## src/rtl/oled_text_engine_if.sv

```systemverilog
// Character stream handshake between application logic and the OLED text engine.
// The app side drives code/valid; the engine answers with ready.
interface oled_text_engine_if;
   logic [6:0] char_code;
   logic       char_valid;
   logic       char_ready;

   modport master (
      output char_code,
      output char_valid,
      input  char_ready
   );

   modport slave (
      input  char_code,
      input  char_valid,
      output char_ready
   );
endinterface

```

## src/rtl/oled_text_engine.sv

```systemverilog
// SSD1306 text controller: power-up/init sequencing, screen clear, glyph streaming and an
// SPI serialiser, all driven from one sequencer with registered panel outputs.
module oled_text_engine #(
   parameter int unsigned CLK_DIV      = 5,
   parameter int unsigned DELAY_CYCLES = 100000,
   parameter int unsigned PAGES        = 4,
   parameter int unsigned COLUMNS      = 128,
   parameter int unsigned GLYPH_W      = 8,
   parameter logic [7:0]  COM_CFG      = 8'h00
) (
   input  logic                   clock,
   input  logic                   reset_n,
   output logic                   oled_spi_clk,
   output logic                   oled_spi_data,
   output logic                   oled_vdd,
   output logic                   oled_vbat,
   output logic                   oled_reset_n,
   output logic                   oled_dc_n,
   oled_text_engine_if.slave      charIf,
   input  logic                   clear_req,
   input  logic                   home_req,
   output logic [6:0]             glyph_addr,
   input  logic [GLYPH_W*8-1:0]   glyph_data,
   output logic [2:0]             cursor_page,
   output logic [6:0]             cursor_col,
   output logic                   init_done
);

   localparam int unsigned DIV_W  = (CLK_DIV > 1) ? $clog2(CLK_DIV) : 1;
   localparam int unsigned DLY_W  = $clog2(DELAY_CYCLES);
   localparam int unsigned BYTES  = PAGES * COLUMNS;
   localparam int unsigned BYTE_W = $clog2(BYTES);
   localparam int unsigned GI_W   = (GLYPH_W > 1) ? $clog2(GLYPH_W) : 1;

   localparam logic [DIV_W-1:0]  DivLast   = DIV_W'(CLK_DIV - 1);
   localparam logic [DLY_W-1:0]  DlyLast   = DLY_W'(DELAY_CYCLES - 1);
   localparam logic [BYTE_W-1:0] ByteLast  = BYTE_W'(BYTES - 1);
   localparam logic [GI_W-1:0]   GlyphLast = GI_W'(GLYPH_W - 1);
   localparam logic [7:0]        ColLast   = 8'(COLUMNS - 1);
   localparam logic [7:0]        PageLast  = 8'(PAGES - 1);

   // Command table segment boundaries
   localparam logic [4:0] StepOff     = 5'd0;
   localparam logic [4:0] StepPumpEnd = 5'd4;
   localparam logic [4:0] StepWin     = 5'd14;
   localparam logic [4:0] StepWinEnd  = 5'd19;

   typedef enum logic [3:0] {
      StPwrVdd,
      StDelay,
      StCmd,
      StRstLo,
      StRstHi,
      StVbat,
      StZero,
      StReady,
      StGlyph,
      StWaitSpi
   } state_e;

   state_e            state;
   state_e            retState;
   logic [4:0]        step;
   logic [DLY_W-1:0]  delayCnt;
   logic [BYTE_W-1:0] byteCnt;
   logic [GI_W-1:0]   glyphIdx;
   logic              doClear;
   logic              clearPend;
   logic              homePend;

   logic              spiActive;
   logic [DIV_W-1:0]  divCnt;
   logic [3:0]        edgeCnt;
   logic [6:0]        shiftReg;

   logic              spiGo;
   logic [7:0]        spiByte;
   logic              spiDc;
   logic [7:0]        glyphByte;
   logic [7:0]        colNext;
   logic              charReady;

   function automatic logic [7:0] cmdByte(input logic [4:0] idx);
      logic [7:0] b;
      case (idx)
         5'd0:    b = 8'hAE;
         5'd1:    b = 8'h8D;
         5'd2:    b = 8'h14;
         5'd3:    b = 8'hD9;
         5'd4:    b = 8'hF1;
         5'd5:    b = 8'h81;
         5'd6:    b = 8'hFF;
         5'd7:    b = 8'hA0;
         5'd8:    b = 8'hC0;
         5'd9:    b = 8'hDA;
         5'd10:   b = COM_CFG;
         5'd11:   b = 8'h20;
         5'd12:   b = 8'h00;
         5'd13:   b = 8'hAF;
         5'd14:   b = 8'h21;
         5'd15:   b = 8'h00;
         5'd16:   b = ColLast;
         5'd17:   b = 8'h22;
         5'd18:   b = 8'h00;
         5'd19:   b = PageLast;
         default: b = 8'h00;
      endcase
      return b;
   endfunction

   assign glyphByte = glyph_data[32'(glyphIdx) * 8 +: 8];
   assign colNext   = {1'b0, cursor_col} + 8'(GLYPH_W);

   // A request arriving this very cycle also blocks the character so it is serviced first
   assign charReady = (state == StReady) && !clearPend && !homePend && !clear_req && !home_req;
   assign charIf.char_ready = charReady;

   always_comb begin
      spiGo   = 1'b0;
      spiByte = 8'h00;
      spiDc   = 1'b0;
      if (!spiActive) begin
         unique case (state)
            StCmd: begin
               spiGo   = 1'b1;
               spiByte = cmdByte(step);
            end
            StZero: begin
               spiGo = 1'b1;
               spiDc = 1'b1;
            end
            StGlyph: begin
               spiGo   = 1'b1;
               spiByte = glyphByte;
               spiDc   = 1'b1;
            end
            default: ;
         endcase
      end
   end

   always_ff @(posedge clock or negedge reset_n) begin
      if (!reset_n) begin
         state         <= StPwrVdd;
         retState      <= StPwrVdd;
         step          <= '0;
         delayCnt      <= '0;
         byteCnt       <= '0;
         glyphIdx      <= '0;
         doClear       <= 1'b0;
         clearPend     <= 1'b0;
         homePend      <= 1'b0;
         spiActive     <= 1'b0;
         divCnt        <= '0;
         edgeCnt       <= '0;
         shiftReg      <= '0;
         oled_spi_clk  <= 1'b1;
         oled_spi_data <= 1'b0;
         oled_vdd      <= 1'b1;
         oled_vbat     <= 1'b1;
         oled_reset_n  <= 1'b1;
         oled_dc_n     <= 1'b0;
         glyph_addr    <= '0;
         cursor_page   <= '0;
         cursor_col    <= '0;
         init_done     <= 1'b0;
      end else begin
         // Serialiser: leading high half-period carries the MSB, then 8 low/high pairs;
         // later bits change on the falling edges, away from the panel's rising-edge sample.
         if (spiActive) begin
            if (divCnt == DivLast) begin
               divCnt       <= '0;
               oled_spi_clk <= ~oled_spi_clk;
               edgeCnt      <= edgeCnt + 4'd1;
               if (oled_spi_clk && (edgeCnt != 4'd0)) begin
                  oled_spi_data <= shiftReg[6];
                  shiftReg      <= {shiftReg[5:0], 1'b0};
               end
               if (edgeCnt == 4'd15) begin
                  spiActive <= 1'b0;
               end
            end else begin
               divCnt <= divCnt + DIV_W'(1);
            end
         end
         if (spiGo) begin
            spiActive     <= 1'b1;
            shiftReg      <= spiByte[6:0];
            oled_spi_data <= spiByte[7];
            oled_dc_n     <= spiDc;
            divCnt        <= '0;
            edgeCnt       <= '0;
         end

         if (clear_req) begin
            clearPend <= 1'b1;
            homePend  <= 1'b0;
         end else if (home_req) begin
            homePend <= 1'b1;
         end

         case (state)
            StPwrVdd: begin
               oled_vdd <= 1'b0;
               delayCnt <= DlyLast;
               retState <= StCmd;
               step     <= StepOff;
               state    <= StDelay;
            end
            StDelay: begin
               if (delayCnt == '0) begin
                  state <= retState;
               end else begin
                  delayCnt <= delayCnt - DLY_W'(1);
               end
            end
            StCmd: begin
               if (spiGo) begin
                  step <= step + 5'd1;
                  if (step == StepWin) begin
                     cursor_page <= '0;
                     cursor_col  <= '0;
                  end
                  if (step == StepOff) begin
                     retState <= StRstLo;
                     state    <= StWaitSpi;
                  end else if (step == StepPumpEnd) begin
                     retState <= StVbat;
                     state    <= StWaitSpi;
                  end else if (step == StepWinEnd) begin
                     if (doClear) begin
                        state <= StZero;
                     end else begin
                        retState <= StReady;
                        state    <= StWaitSpi;
                     end
                  end
               end
            end
            StRstLo: begin
               oled_reset_n <= 1'b0;
               delayCnt     <= DlyLast;
               retState     <= StRstHi;
               state        <= StDelay;
            end
            StRstHi: begin
               oled_reset_n <= 1'b1;
               delayCnt     <= DlyLast;
               retState     <= StCmd;
               state        <= StDelay;
            end
            StVbat: begin
               oled_vbat <= 1'b0;
               doClear   <= 1'b1;
               delayCnt  <= DlyLast;
               retState  <= StCmd;
               state     <= StDelay;
            end
            StZero: begin
               if (spiGo) begin
                  if (byteCnt == ByteLast) begin
                     byteCnt  <= '0;
                     retState <= StReady;
                     state    <= StWaitSpi;
                  end else begin
                     byteCnt <= byteCnt + BYTE_W'(1);
                  end
               end
            end
            StWaitSpi: begin
               if (!spiActive) begin
                  state <= retState;
               end
            end
            StReady: begin
               init_done <= 1'b1;
               if (clearPend) begin
                  clearPend <= clear_req;
                  homePend  <= 1'b0;
                  doClear   <= 1'b1;
                  step      <= StepWin;
                  state     <= StCmd;
               end else if (homePend) begin
                  homePend <= home_req & ~clear_req;
                  doClear  <= 1'b0;
                  step     <= StepWin;
                  state    <= StCmd;
               end else if (charIf.char_valid && charReady) begin
                  glyph_addr <= charIf.char_code;
                  glyphIdx   <= GlyphLast;
                  state      <= StGlyph;
               end
            end
            StGlyph: begin
               if (spiGo) begin
                  if (glyphIdx == '0) begin
                     // Horizontal addressing wraps the panel pointer the same way
                     if (colNext >= 8'(COLUMNS)) begin
                        cursor_col <= '0;
                        if (cursor_page == 3'(PAGES - 1)) begin
                           cursor_page <= '0;
                        end else begin
                           cursor_page <= cursor_page + 3'd1;
                        end
                     end else begin
                        cursor_col <= colNext[6:0];
                     end
                     retState <= StReady;
                     state    <= StWaitSpi;
                  end else begin
                     glyphIdx <= glyphIdx - GI_W'(1);
                  end
               end
            end
            default: state <= StPwrVdd;
         endcase
      end
   end

endmodule
```

## src/flat_wrapper.sv

```systemverilog
// flat-port wrapper written by rule: the top's interface ports become plain ports
module oled_text_engine_flat 
#(
   parameter int unsigned CLK_DIV      = 5,
   parameter int unsigned DELAY_CYCLES = 100000,
   parameter int unsigned PAGES        = 4,
   parameter int unsigned COLUMNS      = 128,
   parameter int unsigned GLYPH_W      = 8,
   parameter logic [7:0]  COM_CFG      = 8'h00
)
  (clock, reset_n, oled_spi_clk, oled_spi_data, oled_vdd, oled_vbat, oled_reset_n, oled_dc_n, clear_req, home_req, glyph_addr, glyph_data, cursor_page, cursor_col, init_done, charIf_char_code, charIf_char_valid, charIf_char_ready);
  oled_text_engine_if charIf_i ();
  input  logic clock;
  input  logic reset_n;
  output logic oled_spi_clk;
  output logic oled_spi_data;
  output logic oled_vdd;
  output logic oled_vbat;
  output logic oled_reset_n;
  output logic oled_dc_n;
  input  logic clear_req;
  input  logic home_req;
  output logic [6:0] glyph_addr;
  input  logic [GLYPH_W*8-1:0] glyph_data;
  output logic [2:0] cursor_page;
  output logic [6:0] cursor_col;
  output logic init_done;
  input wire logic [$bits(charIf_i.char_code)-1:0] charIf_char_code;
  input wire logic [$bits(charIf_i.char_valid)-1:0] charIf_char_valid;
  output wire logic [$bits(charIf_i.char_ready)-1:0] charIf_char_ready;
  assign charIf_i.char_code = charIf_char_code;
  assign charIf_i.char_valid = charIf_char_valid;
  assign charIf_char_ready = charIf_i.char_ready;
  oled_text_engine #(.CLK_DIV(CLK_DIV), .DELAY_CYCLES(DELAY_CYCLES), .PAGES(PAGES), .COLUMNS(COLUMNS), .GLYPH_W(GLYPH_W), .COM_CFG(COM_CFG)) u_core (.clock(clock), .reset_n(reset_n), .oled_spi_clk(oled_spi_clk), .oled_spi_data(oled_spi_data), .oled_vdd(oled_vdd), .oled_vbat(oled_vbat), .oled_reset_n(oled_reset_n), .oled_dc_n(oled_dc_n), .charIf(charIf_i), .clear_req(clear_req), .home_req(home_req), .glyph_addr(glyph_addr), .glyph_data(glyph_data), .cursor_page(cursor_page), .cursor_col(cursor_col), .init_done(init_done));
endmodule
```

## config.mk

```make
export PLATFORM = sky130hd
export DESIGN_NAME = oled_text_engine_flat
export DESIGN_NICKNAME = d
export VERILOG_FILES = /design/src/rtl/oled_text_engine_if.sv /design/src/rtl/oled_text_engine.sv /design/src/flat_wrapper.sv
export SDC_FILE = /design/constraint.sdc
export NUM_CORES = 1
export LEC_CHECK = 0
export BUFFER_PORTS_ARGS = -buffer_cell sky130_fd_sc_hd__buf_2
export CAP_MARGIN = 20
export CELL_PAD_IN_SITES_DETAIL_PLACEMENT = 0
export CELL_PAD_IN_SITES_GLOBAL_PLACEMENT = 1
export CORE_MARGIN = 2
export CORE_UTILIZATION = 43
export DETAILED_ROUTE_END_ITERATION = 10
export GPL_TIMING_DRIVEN = 0
export HOLD_SLACK_MARGIN = 0.1
export PLACE_DENSITY = 0.82
export SLEW_MARGIN = 20
export SYNTH_ARGS = -nofsm -noshare
export SYNTH_HDL_FRONTEND = slang
export SYNTH_SLANG_ARGS = --single-unit
```

## constraint.sdc

```tcl
create_clock -name clock -period 3.69 [get_ports clock]
set_clock_uncertainty 0.05 [all_clocks]
set_input_delay 0.369 -clock clock [delete_from_list [all_inputs] [get_ports clock]]
set_output_delay 0.369 -clock clock [all_outputs]
set_load 0.01 [all_outputs]
```

==> key figures <==
Synthesis
  • Warnings from Yosys: 0
  • Post-synthesis sequential area ratio: about two fifths
  • Post-synth ARST share: 100.0%
  • Most used DFF post-synth: dfrtp_1
  • Synth Instances: around 540
  • Number of synthesized flops with an enable pin: 0
  • Top post-synthesis cells by area: dfrtp_1 37%, mux4_2 7.0%, nand2_1 4.3%, ha_1 4.1%, o21ai_0 3.8%
  • Post-synth top area cell: dfrtp_1
  • Avg Cell Area, Syn: between 9 and 10 sq um
  • #FFs+latches synth: 80
  • Mapped Area: between 0.005 and 0.006 sq mm
  • Top cell type's share of synthesized area: a little under two fifths
  • Yosys cell types: 79
  • Commonest cells post-synth: 76 x dfrtp_1, 59 x nand2_1, 42 x nor2_1
  • Count leader, synth: dfrtp_1

CTS
  • Clock Pin Slew Worst Setup and Hold Paths: roughly 0.060 ns
  • Total CTS buffers: 9
  • Hold_buf cts: 1
  • Post-CTS setup buffers: 0
  • Clk Latency, worst-skew pair: ~0.34 ns
  • Sink Count: 80
  • Post-CTS resize count: 0
  • CTS tree: done
  • Root Driver: clkbuf_16
  • Clk buf depth: 2
  • H-tree levels: 3

Finish
  • Fin area: just over 0.006 sq mm
  • Layout cells sized above 1: between 20% and 30%
  • Nets: roughly 740
  • Antenna Cells: 0
  • Area growth syn-to-layout: 20.23%

Global routing
  • GRT Total Usage: about a fifth
  • Layer with the highest usage: met2
  • M1 GR Usage: slightly below 30%
  • Grt met2 use: between 30% and 40%
  • Vias in the first global route: approximately 4500
  • First-pass GRT wire length: between 20000 and 25000 um
  • Largest net degree at the start of global routing: 47
  • Final global-route overflow total: 0
  • Met3 Use GR: 4.729%
  • Initial antenna violation count: 0

Routing
  • Initial drt markers: 241
  • DRT antenna net count: 0
  • Post-route DRC: 0
  • Mean routed wirelength per cell: roughly 16 um
  • Average vias per placed instance: ~5.6
  • Vias after detailed routing: between 4000 and 5000
  • Final wirelength: 12640 um
  • First-pass DRT Iterations: 5

Timing
  • Sum Neg Setup Slack: 0 ns
  • Number of max-slew violations in the final report: 0
  • Period minus WS final: about 3.2 ns
  • RSZ-0062 raised after global routing: false
  • Max Fclk: 307.8 MHz
  • Final period util: about 88%
  • Slew @ Worst Pin: just under 0.9 ns
  • Rel. slew slack: between 40% and 50%
  • Final hold violation count: 0
  • Finish-stage setup viols: 0

Pwr
  • Leak: about 2.9 nW
  • PwrDens: about 310 mW/mm^2
  • Peak VDD IR: about 0.22 mV

Place
  • Detailed placement HPWL: around 9400 um
  • Port Buffers: 97
  • Placed inst area: between 0.005 and 0.006 sq mm
  • Placer Congestion: ~0.86

Worst setup path
  • Critical Path End Type: register
  • Arr. time, crit path: 3.42 ns
  • Startpoint types: register
  • Worst Path Required: ~3.9 ns
  • Crit path max fanout: 10
  • CP Class: reg2reg

Die
  • CORE AREA: around 0.012 sq mm
  • IO Pins: just over 100
  • Cell Rows: 39
  • Initial Utilization: approximately 45%
  • Die H: ~110 um
  • Die Area: between 0.01 and 0.015 sq mm
  • Die width: around 110 um

Flow run
  • Max-cap violation count: 0

Hold path
  • Class of the worst hold path: in2reg

Outcome
  • Status: complete, no violations
==> critical path, cell delays in order (launching register included) <==
cell and delay [ns]:
dfrtp_1 0.41, ha_1 0.21, and3_1 0.21, and3_1 0.22, and3_1 0.18, ha_1 0.13
clkbuf_1 0.36, a2111oi_0 0.24, a2111oi_1 0.52, nand3_2 0.23, mux2_1 0.36
==> layout make-up <==
type	instances	area [sq um]
clock inverters	4	76.32
plain buffers	37	171.4
flip-flops and latches	80	2007
fillers	1092	5371
multi-input cells	402	2909
inverters	21	78.83
repair buffers	99	525.5
clock buffers	12	246.5
well taps	143	178.9
==> through the flow <==
stage | total power, mW | cells | hold WS, ns | worst slack, ns | util (%)
2_1_floorplan | 0.9226 | 540 | 0.02341 | 0.9717 | -
3_3_place_gp | 0.9812 | 780 | 0.3970 | 0.4887 | 50.35
3_5_place_dp | 0.9884 | 781 | 0.3172 | 0.4351 | 50.61
4_1_cts | 1.972 | 798 | 0.1621 | 0.3991 | 53.49
5_1_grt | 2.014 | 798 | 0.1691 | 0.1068 | 53.55
6_report | 1.944 | 798 | 0.1680 | 0.4411 | 53.55
==> worst paths after layout <==
check / slack, ns / end / cells after the start / from
worst max register to register: 0.44 / u_core.state[0] / 10 / u_core.byteCnt[0]
max in group asynchronous: 2.47 / u_core.oled_vbat / 3 / reset_n
worst min-delay path: 0.17 / u_core.homePend / 2 / clear_req
worst max-delay path: 0.44 / u_core.state[0] / 10 / u_core.byteCnt[0]
worst min register to register: 0.41 / u_core.oled_vbat / 1 / u_core.oled_vbat
min in group asynchronous: 0.47 / u_core.cursor_page[2] / 2 / reset_n
==> registers in the layout (all words and copies together) (netlist names) <==
register	cells
u_core.glyphIdx	3
u_core.oled_spi_data	1
u_core.glyph_addr	7
u_core.shiftReg	7
u_core.oled_dc_n	1
u_core.doClear	1
u_core.edgeCnt	4
u_core.cursor_page	3
u_core.step	5
u_core.oled_reset_n	1
u_core.spiActive	1
u_core.state	4
u_core.oled_vdd	1
u_core.cursor_col	4
u_core.homePend	1
u_core.divCnt	3
u_core.delayCnt	17
u_core.oled_spi_clk	1
u_core.clearPend	1
u_core.byteCnt	9
u_core.retState	3
u_core.init_done	1
u_core.oled_vbat	1
==> cell families after synthesis <==
group                    after synthesis  synth area share [%]
AO/OA/AOI/OAI                        129                 16.52
XOR/XNOR                              16                 2.720
adder cells (fa/ha/maj)               17                 4.129
buffers and inverters                 58                 4.858
flip-flops                            80                 38.96
multiplexers                          41                 12.29
other                                  1               0.07280
AND/OR/NAND/NOR                      196                 20.45
==> cell usage in the layout, fill, tap and decap left out, types with 4 or more instances in the layout <==
master     instances
buf_2            107
dfrtp_1           76
nand2_1           59
nor2_1            42
o21ai_0           39
inv_1             21
clkbuf_1          20
a21oi_1           19
ha_1              17
mux4_2            16
nor3_1            15
nand3_1           13
mux2_2            10
xor2_1            10
mux2i_1           10
a31oi_1            9
clkbuf_16          9
nand2b_1           8
and3_1             7
o31ai_1            7
nor2b_1            6
xnor2_1            6
nor3b_1            5
nor4_1             5
o22ai_1            5
nand4b_1           4
a21o_1             4
buf_1              4
nand4_1            4
o21a_1             4
or4_1              4
a211oi_1           4
o211ai_1           4
mux2_1             4
buf_4              4
dfstp_2            4
==> per-layer routing <==
metal  wire length (um)  vias up
li1                   -     2198
met1               6096     2186
met4                185        0
met3                506       16
met5                  0        -
met2               5852       99
==> report_power, final <==
part,internal [mW],leakage [nW],switching [mW]
registers,0.880,1.04,0.00196
logic,0.0493,1.73,0.0397
clock network,0.614,0.153,0.359
total,1.54,2.93,0.400
No activity file was read; power rests on OpenSTA's default activity.
